$ cat src/rtl/led_blink_multi.sv
// Multi-channel LED blinker: per-channel OFF/ON/BLINK/BURST with a shared tick prescaler.
// Optional BLINK_SYNC_EN adds a sync input that realigns prescaler and all running channels.
module led_blink_multi #(
  parameter int          NUM_CH       = 4,
  parameter int          CNT_W        = 32,
  parameter int          PRESCALE     = 1,
  parameter int unsigned DEFAULT_HALF = 50_000_000,
  parameter logic [1:0]  RESET_MODE   = 2'b10,
  localparam int         CH_W         = (NUM_CH > 1) ? $clog2(NUM_CH) : 1
) (
  input  logic              clk,
  input  logic              rst_n,
  input  logic              cfg_we,
  input  logic [CH_W-1:0]   cfg_ch,
  input  logic [1:0]        cfg_mode,
  input  logic [CNT_W-1:0]  cfg_half,
  input  logic [7:0]        cfg_burst,
  output logic [NUM_CH-1:0] led,
  output logic [NUM_CH-1:0] busy,
  output logic [NUM_CH-1:0] done
`ifdef BLINK_SYNC_EN
  ,
  input  logic              sync
`endif
);

  typedef enum logic [1:0] {
    M_OFF   = 2'b00,
    M_ON    = 2'b01,
    M_BLINK = 2'b10,
    M_BURST = 2'b11
  } mode_t;

  localparam int PW = (PRESCALE > 1) ? $clog2(PRESCALE) : 1;

  logic [PW-1:0] pcnt;
  logic          tick;

  assign tick = (pcnt == PW'(PRESCALE - 1));

  always_ff @(posedge clk or negedge rst_n) begin
    if (!rst_n) begin
      pcnt <= '0;
    end else begin
      if (tick) pcnt <= '0;
      else      pcnt <= pcnt + 1'b1;
`ifdef BLINK_SYNC_EN
      if (sync) pcnt <= '0;
`endif
    end
  end

  for (genvar i = 0; i < NUM_CH; i++) begin : g_ch
    mode_t            mode_q;
    logic [CNT_W-1:0] half_q;
    logic [CNT_W-1:0] cnt_q;
    logic [7:0]       left_q;
    logic             led_q;
    logic             busy_q;
    logic             done_q;
    logic             we_ch;
    logic             running;

    // Out-of-range channel numbers match no instance, so such writes vanish.
    assign we_ch   = cfg_we && (cfg_ch == CH_W'(i));
    assign running = (mode_q == M_BLINK) || (mode_q == M_BURST);

    assign led[i]  = led_q;
    assign busy[i] = busy_q;
    assign done[i] = done_q;

    always_ff @(posedge clk or negedge rst_n) begin
      if (!rst_n) begin
        mode_q <= mode_t'(RESET_MODE);
        half_q <= CNT_W'(DEFAULT_HALF);
        cnt_q  <= CNT_W'(DEFAULT_HALF);
        left_q <= '0;
        led_q  <= 1'b0;
        busy_q <= 1'b0;
        done_q <= 1'b0;
      end else begin
        done_q <= 1'b0;
        if (we_ch) begin
          half_q <= cfg_half;
          cnt_q  <= cfg_half;
          left_q <= cfg_burst;
          led_q  <= (cfg_mode == M_ON);
          if (cfg_mode == M_BURST && cfg_burst == 8'd0) begin
            mode_q <= M_OFF;
            busy_q <= 1'b0;
          end else begin
            mode_q <= mode_t'(cfg_mode);
            busy_q <= (cfg_mode == M_BURST);
          end
        end else
`ifdef BLINK_SYNC_EN
        if (sync && running) begin
          cnt_q <= half_q;
          led_q <= 1'b0;
        end else
`endif
        if (tick && running) begin
          if (cnt_q == '0) begin
            cnt_q <= half_q;
            led_q <= !led_q;
            // A burst blink ends on the falling toggle; the last one retires the channel.
            if (mode_q == M_BURST && led_q) begin
              left_q <= left_q - 1'b1;
              if (left_q <= 8'd1) begin
                mode_q <= M_OFF;
                busy_q <= 1'b0;
                done_q <= 1'b1;
              end
            end
          end else begin
            cnt_q <= cnt_q - 1'b1;
          end
        end
      end
    end
  end

endmodule
$ cat config.mk
export PLATFORM = sky130hd
export DESIGN_NAME = led_blink_multi
export DESIGN_NICKNAME = d
export VERILOG_FILES = /design/src/rtl/led_blink_multi.sv
export SDC_FILE = /design/constraint.sdc
export NUM_CORES = 1
export LEC_CHECK = 0
export BUFFER_PORTS_ARGS = -buffer_cell sky130_fd_sc_hd__buf_4
export CAP_MARGIN = 10
export CORE_MARGIN = 5
export CORE_UTILIZATION = 40
export DETAILED_ROUTE_END_ITERATION = 12
export GPL_TIMING_DRIVEN = 1
export SLEW_MARGIN = 10
export SYNTH_ARGS = -nofsm -noshare
export SYNTH_HDL_FRONTEND = slang
export SYNTH_SLANG_ARGS = --single-unit
$ cat constraint.sdc
create_clock -name clk -period 3.1 [get_ports clk]
set_input_delay 0.155 -clock clk [delete_from_list [all_inputs] [get_ports clk]]
set_output_delay 0.155 -clock clk [all_outputs]
set_load 0.005 [all_outputs]
==> results.cfg <==
[placement]
hpwl_mm = 35.5
port_buffers = 58
post-place-ws_ns = 0.199
gp_congestion = 0.895

[critical_path]
worstSetupEndpointType = flip-flop
crit_required_ns = 3.52
path_buf_inv = 1
cp_slowest_cell = nor4_2
path_max_fanout = 9
cp_top_family = simple AND/OR/NAND/NOR gates
worstPathArrival_ns = 3.36
worstPathCellList = or4_1, nor4_2, and4_1, buf_4, nand2_1, nor3_1, a211oi_1
worstSetupPathType = reg -> reg
slowest_delay_ns = 0.65
startpoint_type = flip-flop

[yosys]
synthTopCellsByCount = nand2_1 (515), dfrtp_1 (208), o21ai_0 (170), nor2_1 (116), dfstp_2 (100)
synth-seq-cells = 308
ys_seq_area_frac = 0.466
synthTopCellsByArea = dfrtp_1 (31%), dfstp_2 (16%), nand2_1 (12%), o21ai_0 (5.1%), xnor2_1 (3.0%)
ys.flop_type = dfrtp_1
syn_avg_cell_area_sq_um = 8.54
synthArstFlopShare = 1.00
netlist_area_sq_mm = 0.0168
syn_inst = 1968
synth_top_area_cell = dfrtp_1
synth_edf_count = 0
yosysUniqueCellTypes = 72
yosysMostFrequentCell = nand2_1
synth_warnings = 0
synth_top_area_frac = 0.310
synth_nets = 2031

[floorplan]
die_y_microns = 215
core_area_sq_mm = 0.0418
io-pin-count = 59
die_w_microns = 215
rows = 75
die_area_sq_mm = 0.0462
initial_core_util = 0.402

[sta]
final.period_utilization = 0.949
fin_skew_ns = 0.0220
rsz0062_at_grt = no
fin_tns_setup_ns = 0
tightest_slew_ns = 1.18
relSlewSlack = 0.214
finalHoldViolCount = 0
drv_slew = 0
fmax_mhz = 340
setup_ws_ns = 0.158
fin_crit_ns = 2.94
setup_viol = 0

[cells_and_area]
synthToLayoutAreaGrowth_pct = 16.1
num-fill-cells = 4000
antenna_cells = 0
final_layout_size_suffix_gt1_frac = 0.149
nets = 2102

[route]
dr.pass1.iters = 5
totalWireLength_mm = 54.7
viasPerCell = 5.78
via_count = 15000
ant_nets = 0
drc = 0
drt-initial-drc-count = 1466
wl_per_cell_microns = 21.0

[clock_network]
cts_tree = built
ctsHtreeMaxLevel = 2
cts_root_buf = clkbuf_16
cts_setup_buffers = 0
cts.path.max_buffers = 3
cts_made_buffers = 35
clk_pin_slew_ns = 0.06
clkLatencyLatePin_ns = 0.56
clock_sinks = 308

[worst_hold_path]
hold_path_class = in -> reg

[power]
intPower_mw = 9.28
clockPowerShare = 0.313
sequentialPowerShare = 0.449
leakagePower_nw = 8.14
p_switching_mw = 4.64
power.share.switching = 0.333
combPwrFrac = 0.237
powerDensity_mw_per_mm2 = 714
ir_drop_uv = 450

[global_routing]
grt_usage = 0.233
antenna_found_initial = 1
overflow = 0
grt_pass1_vias = 14700
grt_pass1_wl_mm = 85.9
grt_start_max_net_pins = 86

[outcome]
outcome = finished, final reports clean

[job]
drv_cap = 0
## worst register-to-register path, delay by kind of cell, from the launching register on
family / cells / cell delay (ns)
buf+inv: 1 / 0.20
compound gates: 1 / 0.09
simple gates: 5 / 2.11
flops: 1 / 0.42
## area by class of cell
class	count	area (sq um)	area share
timing repair buffer	163	1380	0.0710
inverter	27	101	0.00520
tap	539	674	0.0346
clock inverter	13	165	0.00847
sequential	308	7830	0.402
multi-input combinational	1504	8320	0.427
clock buffer	49	1020	0.0524
## cell families (layout without fill, tap and decap cells)
kind of cell | Yosys count | after routing | synth area share
compound gates | 441 | 441 | 0.165
xor+xnor | 104 | 104 | 0.0542
fa+ha+maj | 16 | 16 | 0.0119
buf+inv | 156 | 252 | 0.0402
flops | 308 | 308 | 0.466
mux | 9 | 9 | 0.00559
simple gates | 934 | 934 | 0.257
## metrics by stage
step / std cells / hold WS [ns] / area (sq um) / util / power (mW)
2_1_floorplan: 1968 / -0.141 / 16800 / - / 8.32
3_3_place_gp: 2500 / 0.185 / 17900 / 0.429 / 9.42
3_5_place_dp: 2500 / 0.199 / 17900 / 0.429 / 9.52
4_1_cts: 2603 / 0.0102 / 19500 / 0.467 / 14.0
5_1_grt: 2603 / 0.0533 / 19500 / 0.467 / 14.8
6_report: 2603 / 0.0413 / 19500 / 0.467 / 13.9
## worst paths after layout
check / startpoint / to / slack [ns] / cells after the start
min in group asynchronous: rst_n / g_ch[2].busy_q / 0.17 / 2
min: cfg_ch[0] / g_ch[2].half_q[20] / 0.04 / 4
max: g_ch[2].cnt_q[10] / g_ch[2].cnt_q[26] / 0.16 / 7
max in group asynchronous: rst_n / g_ch[1].cnt_q[12] / 1.97 / 3
min reg2reg: g_ch[3].half_q[21] / g_ch[3].half_q[21] / 0.46 / 2
max reg2reg: g_ch[2].cnt_q[10] / g_ch[2].cnt_q[26] / 0.16 / 7
## placed cells by master (no fill, tap or decap), drive strengths merged, types with 8 or more instances in the layout
master / instances
nand2: 515
dfrtp: 208
o21ai: 171
buf: 122
nor2: 117
dfstp: 100
a21oi: 63
xnor2: 57
nor3: 57
nand3: 52
clkbuf: 49
nor4: 48
xor2: 47
dlygate4sd3: 41
a22oi: 40
o22ai: 28
or3: 27
inv: 26
or4: 25
a31oi: 21
a221o: 16
ha: 16
nand4: 15
a211oi: 15
and3: 14
o31ai: 13
a221oi: 13
nor3b: 10
clkinv: 10
o21a: 9
nand4b: 8
o211ai: 8
## power by group through the flow
stage               combinational (mW)  clock (mW)  sequential [mW]
global placement                  3.16           0             6.25
detailed placement                3.25           0             6.27
floorplan                         2.39           0             5.93
CTS                               3.30        4.46             6.23
finish                            3.30        4.36             6.25
global route                      3.74        4.63             6.40
## layer usage
| metal | track usage | wire (microns) | vias up |
|---|---|---|---|
| met5 | 0 | 7 | - |
| met4 | 0.0923 | 2290 | 2 |
| met3 | 0.0339 | 3790 | 105 |
| met2 | 0.360 | 24300 | 502 |
| met1 | 0.333 | 24300 | 7346 |
| li1 | - | - | 7089 |
## repair_timing
action,CTS,global route
resized for setup,0,0
hold buffers,41,0
endpoints found under the hold margin,259,0
## flip-flops by register name (all words and copies together), names as in the netlist
register	cells
g_ch.left_q	32
g_ch.cnt_q	128
g_ch.busy_q	4
g_ch.half_q	128
g_ch.led_q	4
g_ch.done_q	4
g_ch.mode_q	8
(Power assumes the default switching activity.)
